[config.mk]
export PLATFORM = sky130hd
export DESIGN_NAME = fifo_stream_drain
export DESIGN_NICKNAME = d
export VERILOG_FILES = /design/src/rtl/fifo_stream_drain.sv
export SDC_FILE = /design/constraint.sdc
export NUM_CORES = 1
export LEC_CHECK = 0
export BUFFER_PORTS_ARGS = -buffer_cell sky130_fd_sc_hd__buf_2
export CORE_ASPECT_RATIO = 1.25
export CORE_UTILIZATION = 51
export DETAILED_ROUTE_END_ITERATION = 10
export PLACE_DENSITY = 0.8
export SLEW_MARGIN = 15
export SYNTH_ARGS = -nofsm -noshare
export SYNTH_HDL_FRONTEND = slang
export SYNTH_SLANG_ARGS = --single-unit
[constraint.sdc]
create_clock -name clk -period 5.9 [get_ports clk]
set_input_delay 0.59 -clock clk [delete_from_list [all_inputs] [get_ports clk]]
set_output_delay 0.59 -clock clk [all_outputs]
set_load 0.05 [all_outputs]
[src/rtl/fifo_stream_drain.sv]
`default_nettype none
// ============================================================================
// Module      : fifo_stream_drain
// Description : Drains a registered-output FIFO into a valid/ready stream via
//               a 3-entry skid buffer, framing beats into PKT_LEN packets.
// Revision    : 1.0 - initial release
// ============================================================================
module fifo_stream_drain #(
    parameter int WIDTH   = 8,
    parameter int PKT_LEN = 4
) (
    input  logic             clk,
    input  logic             rst_n,
    input  logic             en,
    input  logic             fifo_empty,
    output logic             fifo_rd_en,
    input  logic [WIDTH-1:0] fifo_dout,
    output logic             m_valid,
    input  logic             m_ready,
    output logic [WIDTH-1:0] m_data,
    output logic             m_last,
    output logic [7:0]       beat_cnt,
    output logic [15:0]      pkt_cnt
);

    localparam int         c_depth     = 3;
    localparam logic [7:0] c_last_beat = 8'(PKT_LEN - 1);

    logic [WIDTH-1:0] r_buf [c_depth];
    logic [1:0]       r_occ;
    logic             r_inflight;
    logic [7:0]       r_beat;
    logic [15:0]      r_pkt;

    logic             w_push;
    logic             w_pop;
    logic [2:0]       w_occ_nxt;
    logic [1:0]       w_wr_idx;

    assign w_push    = r_inflight;
    assign w_pop     = m_valid && m_ready;
    assign w_occ_nxt = {1'b0, r_occ} + {2'b00, w_push} - {2'b00, w_pop};
    // Slot for the returning word, measured after this cycle's shift-out.
    assign w_wr_idx  = r_occ - {1'b0, w_pop};

    // Credit counts the in-flight word so the buffer can always absorb it.
    assign fifo_rd_en = rst_n && en && !fifo_empty &&
                        (({1'b0, r_occ} + {2'b00, r_inflight}) < 3'd3);

    assign m_valid  = (r_occ != 2'd0);
    assign m_data   = r_buf[0];
    assign m_last   = m_valid && (r_beat == c_last_beat);
    assign beat_cnt = r_beat;
    assign pkt_cnt  = r_pkt;

    always_ff @(posedge clk or negedge rst_n) begin
        if (!rst_n) begin
            r_occ      <= 2'd0;
            r_inflight <= 1'b0;
            r_beat     <= 8'd0;
            r_pkt      <= 16'd0;
            for (int i = 0; i < c_depth; i++) begin
                r_buf[i] <= '0;
            end
        end else begin
            r_inflight <= fifo_rd_en;
            r_occ      <= w_occ_nxt[1:0];
            if (w_pop) begin
                for (int i = 0; i < c_depth - 1; i++) begin
                    r_buf[i] <= r_buf[i+1];
                end
                r_beat <= m_last ? 8'd0 : r_beat + 8'd1;
                if (m_last) begin
                    r_pkt <= r_pkt + 16'd1;
                end
            end
            // Placed after the shift so a simultaneous push lands in the freed slot.
            if (w_push) begin
                r_buf[w_wr_idx] <= fifo_dout;
            end
        end
    end

    a_no_overflow: assert property (@(posedge clk) disable iff (!rst_n)
        (w_occ_nxt <= 3'd3) && !(w_push && (r_occ == 2'd3) && !w_pop));

endmodule
`default_nettype wire
# == Word level (Yosys, flattened, before mapping) ==
# Cells that the tools add are included.
# W data, S select, Z words.
# word_totals
regBits,51
in_bits,13
out_inout_bits,35
# op_classes
n_reduce_logical,9
n_bitwise,1
muxes,6
addsub,5
magnitude_cmp,3
n_eq_ne,1
# op_table
cell,count
$bwmux W24,1
$mux W24,1
$add A16 B1 Y16 const B,1
$demux W8 S2,1
$mux W16,1
$mux W8,2
$add A8 B1 Y8 const B,1
$eq A8 B2 Y1 const B,1
$logic_and A1 B1 Y1,6
$sub A2 B1 Y2,2
$add A2 B1 Y3,1
$ge A3 B3 Y1 const B,1
$lt A3 B1 Y1 const B,1
$lt A3 B2 Y1 const B,1
$not A2 Y3,1
$reduce_and A2 Y1,1
$reduce_bool A2 Y1,1
$logic_not A1 Y1,1

# == Logic depth before layout (Yosys ltp) ==
# Gate-level depths: netlist of the first run.
# logic_depth
depth_word,10
mapped_depth,10
ltp_nobuf,7

# == Worst setup path after synthesis of the first run ==
# Ideal clock, no wire load.
# synth_path
path_kind,reg2out
startpoint,register r_occ[0]
endpoint,output port fifo_rd_en
path_buffers,0
path_slack_ps,1872
stages_incl_launch_ff,4
arrival_ps,3438
cell_sequence,dfrtp_1 > ha_1 > ha_1 > a2111oi_0
# synth_between
elab_chain_cells,3
# synth_lines
item,line,source
"start, declared",30,logic [1:0] r_occ;
"start signal, assigned",67,r_occ <= w_occ_nxt[1:0];
$add A2 B1 Y3,48,"(({1'b0, r_occ} + {2'b00, r_inflight}) < 3'd3);"
$lt A3 B2 Y1,48,
$logic_and A1 B1 Y1,47,assign fifo_rd_en = rst_n && en && !fifo_empty &&
"end, declared",16,"output logic fifo_rd_en,"
# No other way between the ends.

# == Worst setup path after layout of the first run ==
# layout_path
startpoint,register r_occ[1]
endpoint,register r_buf (netlist bit m_data[3])
# layout_between
elab_chain_cells,10
# layout_lines
item,line,source
$reduce_bool A2 Y1,50,assign m_valid = (r_occ != 2'd0);
$logic_and A1 B1 Y1,41,assign w_pop = m_valid && m_ready;
$sub A2 B1 Y2,44,"assign w_wr_idx = r_occ - {1'b0, w_pop};"
$not A2 Y3 (implied by the code),79,r_buf[w_wr_idx] <= fifo_dout;
$ge A3 B3 Y1 (implied by the code) / $lt A3 B1 Y1 (equally long branches),79,
$logic_and A1 B1 Y1 (implied by the code),79,
$mux W8 (implied by the code),79,
$demux W8 S2,79,
$bwmux W24,79,
$mux W24 (*),78,if (w_push) begin
"end signal, assigned by index",70,r_buf[i] <= r_buf[i+1];
"end signal, assigned by index",79,
"end, declared",29,logic [WIDTH-1:0] r_buf [c_depth];
# Mark *: on every way between the ends. The rest lies on a longest branch, timed or not.
# A chain may end at the register's enable or synchronous reset.

==> key figures, run 1 <==
Clock network
  – Sink Count: 51
  – Root Buffer Master: clkbuf_8
  – CTS tree: built
  – Clock Latency Late Sink: 300 ps
  – TritonCTS buffer count: 5
  – Hold-fix buffers, CTS: 0
  – Post-CTS setup buffer count: 0
  – Clk pin slew, worst setup/hold paths: 90 ps
  – Number of H-tree levels: 2
  – Longest Clk Path Bufs: 2
  – Post-cts resize count: 0

Timing
  – Fmax: 363 MHz
  – Actual slew at the worst max-slew pin: 923 ps
  – Final Hold Fails: 0
  – Fin Setup TNS: 0 ps
  – Final Cycle Share: 46.6%
  – RSZ-0062 raised after global routing: no
  – Clock Skew: 6.53 ps
  – Max-slew violations: 0
  – Slew HR: 37.9%
  – Final setup vio count: 0
  – Period minus WS final: 2750 ps

Drt
  – DR pass1 iterations: 4
  – Post-Route WL: 4430 um
  – Vias: 1700
  – Drt first-iter violations: 82
  – Routed length per instance: 13.9 um
  – Vias per cell: 5.35
  – Antenna-violating nets left: 0
  – Remaining DRCs: 0

Worst setup path
  – R2r endpoint: m_data[3]
  – Reg-to-reg slack, setup: 3150 ps
  – CP endpoint: m_data[3]
  – Reg2reg path depth: 7
  – Worst Setup SP: r_occ[1]
  – CP Max Fanout: 16
  – Startpoint types: flop
  – CP Capture Type: flop
  – Crit Path Category: reg2reg
  – FF-to-FF Start: r_occ[1]
  – WP data required: 6040 ps
  – Crit path DAT: 2890 ps

GRT
  – Vias in the first global route: 1659
  – Total GRT Usage: 19.4%
  – Initial antenna violation count: 0
  – GRT overflow: 0
  – Pin count of the biggest net entering global routing: 53
  – First-pass GRT wire length: 7550 um

Die
  – CORE AREA: 0.00446 sq mm
  – Initial core utilization: 54.0%
  – # rows: 27
  – Die width: 63.5 um
  – Io pins: 48
  – Die height: 78.8 um
  – Die area: 0.00500 sq mm

Run
  – Max-cap violation count: 0

Hold path
  – Hold Path Class: in2async

Synthesis
  – Post-synth EDFFs: 0
  – Yosys warns: 0
  – Synthesis-stage register bit count: 51
  – Main flop type after synthesis: dfrtp_1
  – FFs w/ async S/R, synth: 100%
  – Mapped Cells: 216
  – Mapped Avg Cell Area: 11.1 sq um
  – Cell area after synthesis: 0.00241 sq mm
  – Netlist cell types: 34
  – Post-Syn Nets: 235
  – Sequential share of the synthesized area: 53.0%

Pwr
  – Final Power: 1300 uW
  – Peak VDD IR: 0.264 mV
  – Power density cells: 474 mW/mm^2
  – Leakage: 0.00139 uW

Placement
  – Placer Congestion: 0.886
  – Placed Area: 0.00264 sq mm
  – Number of buffers inserted by port buffering: 47
  – HPWL Detailed: 3160 um

Final layout
  – Layout cells sized above 1: 26.5%
  – FF/Latch Area: 0.00128 sq mm
  – P&R area growth vs syn: 14.0%
  – FILL cells: 398
  – Nets: 278
  – Final core utilization: 61.5%
  – Diode count: 0
  – Multi-input gate area: 0.00102 sq mm
  – Design Area, Final: 0.00274 sq mm

Status
  – Outcome: completed
## worst min path at each step
stage / startpoint / end / depth (start not counted) / slack, ps
final: rst_n / pkt_cnt[1] / 2 / 380
after global routing: rst_n / beat_cnt[7] / 2 / 450
after CTS: rst_n / pkt_cnt[15] / 2 / 410
after detailed placement: pkt_cnt[15] / pkt_cnt[15] / 1 / 470
after global placement: pkt_cnt[15] / pkt_cnt[15] / 1 / 450
after floorplan: rst_n / asynchronous set/reset pin / 0 / 290
## power breakdown
part	switching, uW	internal, uW	total, uW
Clock	110	107	217
Combinational	362	174	536
Sequential	89.0	457	546
## placed cells by master, fill, tap and decap left out, types with 2 or more instances in the layout
cell type,count
nand3_1,4
o21ai_0,17
nand2_1,30
inv_1,5
nor2_1,6
xnor2_1,13
mux2i_1,16
clkbuf_8,7
xor2_1,9
nor3_1,2
nor4_1,5
buf_2,47
buf_4,3
nand4_1,10
dfrtp_1,51
ha_1,6
nand2b_1,3
and3_1,3
mux2_2,8
## metal layers
metal / vias up / part of all wire [%] / GRT usage [%] / wire length, um
met2: 44 / 49 / 31.9 / 2180
met4: 0 / 1.1 / 7.27 / 48
met5: - / 0 / 0 / 0
li1: 828 / - / - / -
met1: 822 / 46 / 24.7 / 2020
met3: 6 / 4.0 / 4.60 / 179
## worst max-delay path, stage by stage, from the launching register on
cell	delay, ps
dfrtp_1	490
o21ai_1	170
buf_4	250
inv_1	330
ha_1	440
nand2_1	50
nor2_1	640
o21ai_0	220
## cell usage after synthesis (2+ instances only)
master	number	area share [%]
dfrtp_1	51	53
nand2_1	30	4.7
o21ai_0	17	3.5
mux2i_1	16	6.7
xnor2_1	13	4.7
nand4_1	10	2.6
buf_4	9	2.8
xor2_1	9	3.3
mux2_2	8	3.7
ha_1	6	3.1
nor2_1	6	0.94
inv_1	5	0.78
nor4_1	5	1.3
nand3_1	4	0.83
and3_1	3	0.78
clkbuf_1	3	0.47
nand2b_1	3	0.78
nor3_1	2	0.42
## logic make-up after synthesis
| kind of cell | count (synthesis) | synth area share, % |
|---|---|---|
| simple gates | 71 | 15.1 |
| flops | 51 | 53.0 |
| mux | 25 | 11.0 |
| compound gates | 22 | 5.04 |
| xor+xnor | 22 | 8.00 |
| buf+inv | 19 | 4.68 |
| fa+ha+maj | 6 | 3.12 |
## metrics by stage
stage	instances	setup slack, ps	hold slack (ps)
final	318	3150	381
after global routing	318	2830	450
after floorplan	216	1870	294
after CTS	318	3090	412
after detailed placement	310	2980	465
after global placement	310	3090	451
## cell type report
class	count	share of cell area, %
Timing Repair Buffer	50	9.39
Multi-Input combinational cell	146	37.1
Inverter	5	0.684
Clock buffer	8	3.65
Sequential cell	51	46.5
Tap cell	58	2.64
Note: power is estimated with default switching activity, not from simulation.
==> inputs of run 2 (changes only) <==
Settings changed: ABC_AREA set to 1, PLACE_DENSITY 0.8 to 0.79.
Clock period 5.9 ns to 2.75 ns, I/O delays scaled along.
==> key figures, run 2 <==
Worst setup path
  – Crit Path Category: reg2reg
  – FF-to-FF Start: r_occ[1]
  – Worst path slowest cell: dfrtp_1
  – R2r endpoint: m_data[0]
  – CP Max Fanout: 28 (+12)
  – WP data required: 2940 ps (-3100 ps)
  – Crit path DAT: 2380 ps (-510 ps)
  – Reg2reg path depth: 8 (+1)
  – CP Cell Sequence: inv_2, nand2_4, nand2_4, inv_4, ha_1, nand3_1, o21ai_0, o22ai_1
  – Reg-to-reg slack, setup: 560 ps (-2590 ps)
  – CP max stage delay: 420 ps (-220 ps)
  – CP Capture Type: flop
  – Startpoint types: flop
  – Cell mode on critical path: nand2_4

Status
  – Outcome: completed

Drt
  – DR pass1 iterations: 4 (unchanged)
  – Post-Route WL: 5710 um (+29%)
  – Routed length per instance: 12.5 um (-10%)
  – Antenna-violating nets left: 0 (unchanged)
  – Remaining DRCs: 0 (unchanged)
  – Vias per cell: 5.21 (-2.5%)
  – Drt first-iter violations: 180 (+120%)
  – Vias: 2378 (+40%)

Die
  – Die width: 68.0 um (+7.1%)
  – Die area: 0.00574 sq mm (+15%)
  – Die height: 84.4 um (+7.1%)
  – Initial core utilization: 53.8% (-0.17 points)
  – # rows: 29 (+7.4%)
  – Io pins: 48 (unchanged)
  – CORE AREA: 0.00515 sq mm (+16%)

Pwr
  – Power density cells: 956 mW/mm^2 (+100%)
  – Peak VDD IR: 0.786 mV (+200%)
  – Leakage: 0.00166 uW (+19%)

Timing
  – Fin Setup TNS: 0 ps (unchanged)
  – Max-slew violations: 0 (unchanged)
  – RSZ-0062 raised after global routing: no
  – Final setup vio count: 0 (unchanged)
  – Final WS setup: 561 ps (-2590 ps)
  – Final Cycle Share: 79.6% (+33 points)
  – Clock Skew: 11.5 ps (+4.99 ps)
  – Fmax: 457 MHz (+26%)
  – Slew HR: 57.9% (+20 points)
  – Actual slew at the worst max-slew pin: 632 ps (-291 ps)
  – Final Hold Fails: 0 (unchanged)
  – Period minus WS final: 2190 ps (-563 ps)

Final layout
  – Diode count: 0 (unchanged)
  – Nets: 412 (+48%)
  – Fin cells: 456 (+43%)
  – FILL cells: 491 (+23%)
  – Commonest non-fill, non-tap cells in the layout: nand2_1 (123), dfrtp_1 (51), buf_2 (47)
  – Most common cell after layout, fill and taps aside: nand2_1
  – Layout cells sized above 1: 18.0% (-8.5 points)
  – P&R area growth vs syn: 10.5%

Synthesis
  – Top cells by area, synth: dfrtp_1 (46%), nand2_1 (17%), nor2_1 (4.9%), inv_1 (4.6%), o21ai_0 (3.4%)
  – FFs w/ async S/R, synth: 100% (unchanged)
  – Top cells by count, synth: nand2_1 (123), dfrtp_1 (51), nor2_1 (36), inv_1 (34), o21ai_0 (19)
  – Mapped Cells: 355 (+64%)
  – Main flop type after synthesis: dfrtp_1
  – Mapped Avg Cell Area: 7.81 sq um (-30%)
  – Cell area after synthesis: 0.00277 sq mm (+15%)
  – Leading area contributor after synthesis: dfrtp_1
  – Post-synth EDFFs: 0 (unchanged)
  – Netlist cell types: 31 (-8.8%)
  – Synthesis-stage register bit count: 51 (unchanged)
  – Most frequent cell after synthesis: nand2_1
  – Sequential share of the synthesized area: 46.0% (-7.0 points)
  – Post-Syn Nets: 374 (+59%)
  – Share of the synthesized area in the top cell type: 46.0% (-7.0 points)
  – Yosys warns: 0 (unchanged)

Clock network
  – Post-CTS setup buffer count: 0 (unchanged)
  – Root Buffer Master: clkbuf_8
  – Clock Latency Late Sink: 320 ps (+20 ps)
  – Longest Clk Path Bufs: 2 (unchanged)
  – Number of H-tree levels: 2 (unchanged)
  – Sink Count: 51 (unchanged)
  – Post-cts resize count: 0 (unchanged)
  – CTS tree: built
  – Clk pin slew, worst setup/hold paths: 100 ps (about the same)
  – TritonCTS buffer count: 5 (unchanged)
  – Hold-fix buffers, CTS: 0 (unchanged)

GRT
  – Pin count of the biggest net entering global routing: 52 (-1.9%)
  – Initial antenna violation count: 0 (unchanged)
  – Vias in the first global route: 2303 (+39%)
  – First-pass GRT wire length: 9780 um (+30%)
  – Total GRT Usage: 22.1% (+2.7 points)
  – GRT overflow: 0 (unchanged)

Hold path
  – Hold Path Class: in2async

Placement
  – Placer Congestion: 0.878 (-0.87%)
  – DP Worst Slack: 565 ps (-2410 ps)
  – Number of buffers inserted by port buffering: 47 (unchanged)
  – HPWL Detailed: 4150 um (+31%)
  – Placed Cells: 448 (+45%)

Run
  – Max-cap violation count: 0 (unchanged)
run 2: cell types whose count changed after synthesis, moves of 4 or more:
cell / delta
xnor2_1: -9
nor4_1: -5
a31oi_1: +8
nand2_1: +93
nand3_1: +10
buf_6: +4
nand4_1: -5
mux2i_1: -16
nor2_1: +30
o22ai_1: +8
mux2_2: -8
inv_1: +29
run 2: how the worst max path moves through the flow:
stage | start | endpoint | slack (ps)
floorplan | r_inflight | fifo_rd_en | 500
global placement | r_occ[0] | m_data[7] | 620
detailed placement | r_occ[1] | flop | 570
CTS | r_occ[1] | flop | 540
global route | r_occ[1] | m_data[0] | 270
finish | r_occ[1] | m_data[0] | 560
run 2: metrics by stage:
| stage | total power [uW] | cell area [sq um] | hold WS, ps | utilization, % |
|---|---|---|---|---|
| 2_1_floorplan | 2280 | 2780 | -20.6 | - |
| 3_3_place_gp | 2440 | 2960 | 451 | 57.5 |
| 3_5_place_dp | 2480 | 2960 | 454 | 57.5 |
| 4_1_cts | 2950 | 3060 | 120 | 59.4 |
| 5_1_grt | 3110 | 3060 | 128 | 59.4 |
| 6_report | 2930 | 3060 | 114 | 59.4 |
run 2: logic make-up after synthesis:
group	Yosys count	synth area share, %
buffers and inverters	54	9.97
DFF	51	46.0
and+or+nand+nor	193	29.6
xor gates and xnor gates	11	3.47
AOI/OAI and AO/OA	40	8.26
adders and majority gates	6	2.71
run 2: area by class of cell:
type	instances	area, sq um	share of cell area (%)
clock inverters	2	16.3	0.531
flip-flops and latches	51	1280	41.7
inverters	37	141	4.62
clock buffers	6	82.6	2.70
multi-input cells	250	1230	40.0
well taps	62	77.6	2.53
repair buffers	48	243	7.92
run 2: report_power, final:
part | internal, uW | switching [uW]
registers | 993 | 201
logic | 342 | 928
clock network | 206 | 259
run 2: per-layer routing:
metal / global-route usage, % / part of all wire (%) / routed length [um] / vias up
met1: 26.9 / 44 / 2490 / 1117
met5: 0 / 0 / 0 / -
met3: 4.08 / 3.9 / 221 / 7
met4: 7.20 / 1.5 / 87 / 0
li1: - / - / - / 1198
met2: 38.1 / 51 / 2910 / 56
run 2: critical path: cells and delay by family (launching register included):
kind / cells / cell delay [ps]
compound gates: 2 / 330
fa+ha+maj: 1 / 340
buf+inv: 2 / 280
flops: 1 / 420
simple gates: 3 / 680
